===== config.mk =====
export PLATFORM = sky130hd
export DESIGN_NAME = rand_arbiter_flat
export DESIGN_NICKNAME = d
export VERILOG_FILES = /design/src/rtl/rand_arbiter_pkg.sv /design/src/rtl/rand_arbiter_if.sv /design/src/rtl/rand_arbiter_rr_picker.sv /design/src/rtl/rand_arbiter.sv /design/src/flat_wrapper.sv
export SDC_FILE = /design/constraint.sdc
export NUM_CORES = 1
export LEC_CHECK = 0
export CAP_MARGIN = 30
export CORE_MARGIN = 8
export CORE_UTILIZATION = 36
export CTS_CLUSTER_DIAMETER = 120
export CTS_CLUSTER_SIZE = 10
export DETAILED_ROUTE_END_ITERATION = 10
export PLACE_DENSITY = 0.68
export SKIP_CTS_REPAIR_TIMING = 1
export SKIP_LAST_GASP = 1
export SYNTH_ARGS = -nofsm -noshare
export SYNTH_HDL_FRONTEND = slang
export SYNTH_SLANG_ARGS = --single-unit

===== constraint.sdc =====
create_clock -name clk -period 2.1 [get_ports clk]
set_clock_uncertainty 0.1 [all_clocks]
set_input_delay 0.42 -clock clk [delete_from_list [all_inputs] [get_ports clk]]
set_output_delay 0.42 -clock clk [all_outputs]
set_load 0.02 [all_outputs]

===== src/rtl/rand_arbiter_pkg.sv =====
// rtl/rand_arbiter_pkg.sv - shared types and default sizes for the rand_arbiter slice
package rand_arb_pkg;

  typedef enum logic [1:0] {
    IDLE  = 2'd0,
    START = 2'd1,
    WAIT  = 2'd2,
    RESP  = 2'd3
  } state_t;

  localparam int N_REQ_DEF   = 4;
  localparam int DATA_W_DEF  = 6;
  localparam int RES_W_DEF   = 2;
  localparam int TIMEOUT_DEF = 64;

endpackage


===== src/rtl/rand_arbiter_if.sv =====
// rtl/rand_arbiter_if.sv - requester and top_rand signal bundle for rand_arbiter
interface rand_arbiter_if
  import rand_arb_pkg::*;
#(
  parameter int N_REQ  = N_REQ_DEF,
  parameter int DATA_W = DATA_W_DEF,
  parameter int RES_W  = RES_W_DEF
);
  localparam int ID_W = $clog2(N_REQ);

  logic [N_REQ-1:0]        req;
  logic [N_REQ*DATA_W-1:0] req_seed;
  logic [N_REQ-1:0]        gnt;
  logic                    rsp_valid;
  logic [ID_W-1:0]         rsp_id;
  logic [DATA_W-1:0]       rsp_data;
  logic [RES_W-1:0]        rsp_result;
  logic                    rsp_err;
  logic                    rnd_start;
  logic [DATA_W-1:0]       rnd_data_in;
  logic                    rnd_done;
  logic [DATA_W-1:0]       rnd_data_out;
  logic [RES_W-1:0]        rnd_result;

  modport master (
    input  req, req_seed, rnd_done, rnd_data_out, rnd_result,
    output gnt, rsp_valid, rsp_id, rsp_data, rsp_result, rsp_err,
           rnd_start, rnd_data_in
  );

  modport slave (
    output req, req_seed, rnd_done, rnd_data_out, rnd_result,
    input  gnt, rsp_valid, rsp_id, rsp_data, rsp_result, rsp_err,
           rnd_start, rnd_data_in
  );

endinterface


===== src/rtl/rand_arbiter_rr_picker.sv =====
// rtl/rand_arbiter_rr_picker.sv - combinational round-robin select starting at ptr
module rr_picker #(
  parameter int N_REQ = 4
) (
  input  logic [N_REQ-1:0]         req,
  input  logic [$clog2(N_REQ)-1:0] ptr,
  output logic                     any,
  output logic [$clog2(N_REQ)-1:0] idx
);

  // Scan from farthest to nearest so the nearest set bit at/after ptr wins.
  always_comb begin
    int j;
    j   = 0;
    any = 1'b0;
    idx = '0;
    for (int k = N_REQ - 1; k >= 0; k--) begin
      j = int'(ptr) + k;
      if (j >= N_REQ) j = j - N_REQ;
      if (req[j]) begin
        any = 1'b1;
        idx = j[$clog2(N_REQ)-1:0];
      end
    end
  end

endmodule


===== src/rtl/rand_arbiter.sv =====
// rtl/rand_arbiter.sv - round-robin sequencer sharing one top_rand unit among N_REQ requesters
module rand_arbiter
  import rand_arb_pkg::*;
#(
  parameter int N_REQ   = N_REQ_DEF,
  parameter int DATA_W  = DATA_W_DEF,
  parameter int RES_W   = RES_W_DEF,
  parameter int TIMEOUT = TIMEOUT_DEF
) (
  input  logic           clk,
  input  logic           rst,
  rand_arbiter_if.master bus
);

  localparam int ID_W  = $clog2(N_REQ);
  localparam int CNT_W = $clog2(TIMEOUT);

  state_t            state_q, state_d;
  logic [ID_W-1:0]   ptr_q, id_q, pick_idx, ptr_next;
  logic              pick_any;
  logic [DATA_W-1:0] seed_q, data_q, pick_seed;
  logic [RES_W-1:0]  res_q;
  logic              err_q;
  logic [CNT_W-1:0]  cnt_q;
  logic              timeout_hit;

  rr_picker #(.N_REQ(N_REQ)) u_picker (
    .req (bus.req),
    .ptr (ptr_q),
    .any (pick_any),
    .idx (pick_idx)
  );

  assign pick_seed   = bus.req_seed[int'(pick_idx)*DATA_W +: DATA_W];
  assign timeout_hit = (cnt_q == CNT_W'(TIMEOUT - 1));
  assign ptr_next    = (id_q == ID_W'(N_REQ - 1)) ? '0 : id_q + ID_W'(1);

  always_ff @(posedge clk) begin
    if (!rst) state_q <= IDLE;
    else      state_q <= state_d;
  end

  always_comb begin
    state_d = state_q;
    case (state_q)
      IDLE:    if (pick_any) state_d = START;
      START:   state_d = WAIT;
      WAIT:    if (bus.rnd_done || timeout_hit) state_d = RESP;
      RESP:    state_d = IDLE;
      default: state_d = IDLE;
    endcase
  end

  // Done is checked before the timeout so a coincident done still returns data.
  always_ff @(posedge clk) begin
    if (!rst) begin
      ptr_q  <= '0;
      id_q   <= '0;
      seed_q <= '0;
      data_q <= '0;
      res_q  <= '0;
      err_q  <= 1'b0;
      cnt_q  <= '0;
    end else begin
      case (state_q)
        IDLE: begin
          if (pick_any) begin
            id_q   <= pick_idx;
            seed_q <= pick_seed;
          end
        end
        START: cnt_q <= '0;
        WAIT: begin
          if (!timeout_hit) cnt_q <= cnt_q + CNT_W'(1);
          if (bus.rnd_done) begin
            data_q <= bus.rnd_data_out;
            res_q  <= bus.rnd_result;
            err_q  <= 1'b0;
          end else if (timeout_hit) begin
            data_q <= '0;
            res_q  <= '0;
            err_q  <= 1'b1;
          end
        end
        RESP:    ptr_q <= ptr_next;
        default: ;
      endcase
    end
  end

  always_comb begin
    bus.gnt       = '0;
    bus.rnd_start = 1'b0;
    bus.rsp_valid = 1'b0;
    bus.rsp_id    = '0;
    if (state_q != IDLE) bus.gnt[id_q] = 1'b1;
    if (state_q == START) bus.rnd_start = 1'b1;
    if (state_q == RESP) begin
      bus.rsp_valid = 1'b1;
      bus.rsp_id    = id_q;
    end
  end

  assign bus.rnd_data_in = seed_q;
  assign bus.rsp_data    = data_q;
  assign bus.rsp_result  = res_q;
  assign bus.rsp_err     = err_q;

endmodule


===== src/flat_wrapper.sv =====
// flat-port wrapper written by rule: the top's interface ports become plain ports
module rand_arbiter_flat import rand_arb_pkg::*;
#(
  parameter int N_REQ   = N_REQ_DEF,
  parameter int DATA_W  = DATA_W_DEF,
  parameter int RES_W   = RES_W_DEF,
  parameter int TIMEOUT = TIMEOUT_DEF
)
  (clk, rst, bus_req, bus_req_seed, bus_rnd_done, bus_rnd_data_out, bus_rnd_result, bus_gnt, bus_rsp_valid, bus_rsp_id, bus_rsp_data, bus_rsp_result, bus_rsp_err, bus_rnd_start, bus_rnd_data_in);
  rand_arbiter_if #(.N_REQ(N_REQ), .DATA_W(DATA_W), .RES_W(RES_W)) bus_i ();
  input  logic clk;
  input  logic rst;
  input wire logic [$bits(bus_i.req)-1:0] bus_req;
  input wire logic [$bits(bus_i.req_seed)-1:0] bus_req_seed;
  input wire logic [$bits(bus_i.rnd_done)-1:0] bus_rnd_done;
  input wire logic [$bits(bus_i.rnd_data_out)-1:0] bus_rnd_data_out;
  input wire logic [$bits(bus_i.rnd_result)-1:0] bus_rnd_result;
  output wire logic [$bits(bus_i.gnt)-1:0] bus_gnt;
  output wire logic [$bits(bus_i.rsp_valid)-1:0] bus_rsp_valid;
  output wire logic [$bits(bus_i.rsp_id)-1:0] bus_rsp_id;
  output wire logic [$bits(bus_i.rsp_data)-1:0] bus_rsp_data;
  output wire logic [$bits(bus_i.rsp_result)-1:0] bus_rsp_result;
  output wire logic [$bits(bus_i.rsp_err)-1:0] bus_rsp_err;
  output wire logic [$bits(bus_i.rnd_start)-1:0] bus_rnd_start;
  output wire logic [$bits(bus_i.rnd_data_in)-1:0] bus_rnd_data_in;
  assign bus_i.req = bus_req;
  assign bus_i.req_seed = bus_req_seed;
  assign bus_i.rnd_done = bus_rnd_done;
  assign bus_i.rnd_data_out = bus_rnd_data_out;
  assign bus_i.rnd_result = bus_rnd_result;
  assign bus_gnt = bus_i.gnt;
  assign bus_rsp_valid = bus_i.rsp_valid;
  assign bus_rsp_id = bus_i.rsp_id;
  assign bus_rsp_data = bus_i.rsp_data;
  assign bus_rsp_result = bus_i.rsp_result;
  assign bus_rsp_err = bus_i.rsp_err;
  assign bus_rnd_start = bus_i.rnd_start;
  assign bus_rnd_data_in = bus_i.rnd_data_in;
  rand_arbiter #(.N_REQ(N_REQ), .DATA_W(DATA_W), .RES_W(RES_W), .TIMEOUT(TIMEOUT)) u_core (.clk(clk), .rst(rst), .bus(bus_i));
endmodule

=== Yosys cells after proc, flatten, opt, wreduce, memory -nomap -nowiden ===
Cells that the tools add are included.

* Eq/ne operators: 8
* Shifts and indexed selects: 1
* Add/sub/neg operators: 9
* $lt $le $gt $ge: 10
* $mul: 1
* Reductions and logical operators: 10
* Multiplexer cells: 42

{| class="wikitable"
|+ Operator list
! cell !! count
|-
| 32-bit by 4-bit < comparator with 1-bit output, second input constant || 4
|-
| 32-bit two-way mux || 4
|-
| 32-bit by 4-bit >= comparator with 1-bit output, second input constant || 1
|-
| 24-bit by 32-bit indexed part select with 6-bit output || 1
|-
| 32-bit by 4-bit subtractor with 32-bit output, second input constant || 1
|-
| 2-bit two-way mux || 10
|-
| 6-bit two-way mux || 3
|-
| 1-bit two-way mux || 17
|-
| 6-bit one-hot mux with 2 select lines || 1
|-
| 1-bit binary-select mux with 2-bit select || 4
|-
| 2-bit one-hot mux with 4 select lines || 1
|-
| 2-bit AND reduction || 4
|-
| 3-bit by 3-bit subtractor with 4-bit output, second input constant || 2
|-
| 2-bit by 2-bit adder with 3-bit output, second input constant || 2
|-
| 6-bit by 1-bit adder with 6-bit output, second input constant || 1
|-
| 2-bit == test, second input constant || 3
|-
| 6-bit == test, second input constant || 1
|-
| 3-bit >= comparator, second input constant || 2
|-
| 2-bit nonzero test || 3
|-
| 2-bit by 2-bit multiplier with 4-bit output, second input constant || 1
|-
| 4-bit two-way mux || 1
|-
| 2-bit by 1-bit != test with 1-bit output, second input constant || 2
|-
| 2-bit by 3-bit subtractor with 4-bit output, second input constant || 1
|-
| 2-bit by 1-bit adder with 3-bit output, second input constant || 1
|-
| 10 further kinds || 10
|}

* Register bits: 27
* Output and inout port bits: 23

=== Longest topological paths before layout ===
* Word-level depth: 12
* Gate-level depth with buffers: 7
* Mapped depth without buffers: 7

=== By module ===
A second synthesis with hierarchy kept.

* Cells, all modules: 169
* Area total of the unflattened synthesis: 1531.5 sq um

{| class="wikitable"
|+ Modules (own cells, without submodules)
! module !! area an instance (sq um) !! instances !! cells an instance
|-
| rand_arbiter || 1453.9 || 1 || 156
|-
| rr_picker || 77.6 || 1 || 13
|}

=== Least setup slack after synthesis ===
Ideal clock, no wire load.

* Path kind: input to register
* Start point: in rst
* End point: reg u_core.seed_q[0] (netlist: u_core.bus.rnd_data_in[0])
* Buffers on the path: 2
* Setup time: 84 ps
* Stages on the path: 5
* Path slack: 335 ps
* Arrival: 1581 ps
* Required time: 1916 ps
* Cell sequence: clkbuf_1 > clkinv_1 > or3_1 > buf_2 > o221ai_1

{| class="wikitable"
|+ RTL lines
! what !! line !! source
|-
| start, declared || flat_wrapper.sv:12 || <nowiki>input logic rst;</nowiki>
|-
| end signal, assigned || rand_arbiter.sv:69 || <nowiki>seed_q <= pick_seed;</nowiki>
|-
| end, declared || rand_arbiter.sv:21 || <nowiki>logic [DATA_W-1:0] seed_q, data_q, pick_seed;</nowiki>
|}

=== Worst setup path after layout ===
* Start point: in bus_req[0]
* End point: reg u_core.seed_q[2] (netlist: u_core.bus.rnd_data_in[2])

* Cells in the longest elaborated chain, start to end: 9
* Elaborated cells on any way between the ends: 23

{| class="wikitable"
|+ RTL lines
! what !! line !! source
|-
| start, declared || flat_wrapper.sv:13 || <nowiki>input wire logic [$bits(bus_i.req)-1:0] bus_req;</nowiki>
|-
| 1-bit binary-select mux with 2-bit select || rand_arbiter_rr_picker.sv:20 || <nowiki>if (req[j]) begin</nowiki>
|-
| 1-bit two-way mux (implied by the code) (2 in series) || rand_arbiter_rr_picker.sv:20 ||
|-
| 2-bit two-way mux (4 in series) || rand_arbiter_rr_picker.sv:20 ||
|-
| 2-bit by 2-bit multiplier with 4-bit output || rand_arbiter.sv:34 || <nowiki>assign pick_seed = bus.req_seed[int'(pick_idx)*DATA_W +: DATA_W];</nowiki>
|-
| 24-bit by 32-bit indexed part select with 6-bit output || rand_arbiter.sv:34 ||
|}

Parallel ways exist; a longest one is shown, timed or not. The select of a mux whose other input is x is not followed.
A chain may end at the register's enable or synchronous reset.

==> results.ini <==
[synth]
synth.area.top_cells = dfxtp_1 39%, mux2i_1 12%, ha_1 8.1%
syn_inst = 157
async_reset_ff_frac = 0
seq_area_frac_synth = 0.389
avgSynthCellArea_um2 = 8.85
synth_top_area_frac = 0.389
synth_edf_count = 0
syn-num-nets = 205
ys_ff_latch = 27
yosys.cell_types.count = 30
synth_top_cell_by_area = dfxtp_1
yosys_warnings = 0
netlist_area_um2 = 1390
synth_flop_cell = dfxtp_1

[critical_path]
r2r_end = u_core.bus.rnd_data_in[2]
critical_path_class = in -> reg
crit_path_max_fanout = 6
crit_end = u_core.bus.rnd_data_in[2]
arrival_ns = 2.07
r2r_cells = 5
regToRegStartpoint = u_core.ptr_q[1]
r2r_slack_ns = 0.24
critPathLaunch = bus_req[0]
endpoint_kind = flip-flop
critPathRequiredTime_ns = 2.18
start_kind = input port

[route]
postRouteAntennaNets = 0
vias = 1379
drt_iter0_drc = 52
drtPass1Iterations = 4
avgRoutedWirePerCell_um = 15.5
vias_per_cell = 5.09
drc_errors = 0
routed_wl_um = 4210

[power_and_ir_drop]
power.density_nw_per_um2 = 848
ir_drop_mv = 0.512
power_mw = 1.84
p_leak_nw = 0.931

[placed_design]
dp.cells = 267
preCtsSetupSlack_ns = -0.229
dp_hpwl_um = 3350
finalWeightedCongestion = 0.782
io_buffers = 61

[cts]
cts_made_buffers = 3
clk-insertion-delay-late_ns = 0.27
htreeDepth = 1
cts_tree = done
cts-root-buf = clkbuf_8
cts_buffer_depth = 2
numClockSinks = 27
clk_pin_slew_ns = 0.09

[floorplanning]
design.die.area_um2 = 6110
rows = 22
initial_core_util = 0.377
io_pins = 62
coreArea_um2 = 3690
die_x_um = 78.1
fp.dieH_um = 78.1

[hold_path]
hold_path_class = reg -> reg
min_path_cells = 2
hold_start = u_core.bus.rsp_err

[timing]
worstMarginPinSlew_ns = 0.595
setup_viol = 0
fmax_mhz = 503
maxSlewViolCount = 0
slew_headroom = 0.601
setup_ws_ns = 0.111
post-route-min-period_ns = 1.99
timing.final.crit_share = 0.947
rsz0062_at_grt = false
hold_viol_final = 0

[finish]
nFillCells = 331
drive_above_1_share = 0.0583
synthToLayoutAreaGrowth_pct = 56.3
instances_no_fill = 271
n_antenna_cell = 0
final_util = 0.589
final_cell_mix = 53 x clkdlybuf4s50_1, 27 x dfxtp_1, 19 x nor2_1
fin_nets = 272
final_common_cell = clkdlybuf4s50_1

[outcome]
status = finished, final reports clean

[grt]
grt_overflow = 0
grt_pass1_wl_um = 6940
grt_usage = 0.134
grt_pass1_vias = 1507
antenna_found_initial = 0
grt_start_max_net_pins = 17

[flow_run]
cap_violations = 0

-- stage by stage --
step / cell area [µm²] / setup TNS [ns] / hold slack [ns]
floorplan: 1390 / 0 / 0.365
global placement: 2100 / -0.664 / 0.344
detailed placement: 2100 / -1.12 / 0.362
CTS: 2140 / -1.08 / 0.375
global route: 2170 / 0 / 0.410
finish: 2170 / 0 / 0.377
-- power breakdown --
part	switching, mW	total [mW]	internal (mW)
clock network	0.153	0.289	0.136
logic	0.445	0.870	0.425
registers	0.0729	0.684	0.611
total	0.671	1.84	1.17
-- final cells by class --
class                           instances  area (µm²)  share of cell area
Multi-Input combinational cell        115         797               0.367
Timing Repair Buffer                   68         696               0.320
Sequential cell                        27         541               0.249
Tap cell                               48        60.1              0.0276
Clock buffer                            4        45.0              0.0207
Inverter                                9        33.8              0.0156
-- flip-flops by register name, indices dropped and copies added (netlist names) --
name and count:
u_core.bus.rnd_data_in 6, u_core.bus.rsp_data 6, u_core.bus.rsp_err 1, u_core.bus.rsp_result 2, u_core.cnt_q 6, u_core.id_q 2
u_core.ptr_q 2, u_core.state_q 2
-- routing by layer --
metal / wire (µm) / share of wire / GRT usage / vias up
li1: - / - / - / 687
met1: 1640 / 0.39 / 0.132 / 642
met2: 2180 / 0.52 / 0.255 / 46
met3: 325 / 0.077 / 0.0478 / 4
met4: 65 / 0.015 / 0.0407 / 0
met5: 0 / 0 / 0 / -
-- cell families (layout without fill, tap and decap cells) --
family,after synthesis,count (layout),synth area share
buf+inv,15,81,0.0432
xor+xnor,2,2,0.0126
mux,18,18,0.131
compound gates,33,33,0.163
simple gates,53,53,0.181
flops,27,27,0.389
fa+ha+maj,9,9,0.0810
-- worst min path at each step --
stage / end
after floorplan: u_core.cnt_q[1]
after global placement: u_core.bus.rsp_err
after detailed placement: u_core.bus.rsp_err
after CTS: u_core.bus.rsp_err
after global routing: u_core.bus.rsp_err
final: u_core.bus.rsp_err
-- cell usage after synthesis, drive strengths merged, types with 3 or more instances --
library cell,n
mux2i,17
a22oi,8
and2,3
nand3,11
dfxtp,27
inv,8
nand2,7
o21ai,6
buf,4
nor2,19
o221ai,6
ha,9
nor2b,5
or3,3
a21oi,7
-- worst max-delay path: stages --
cell,delay [ns]
clkdlybuf4s50_1,0.48
mux2i_1,0.16
nor2_1,0.06
a311o_1,0.35
or3_4,0.38
o221ai_1,0.22
Power figures use the tool's default switching activity.
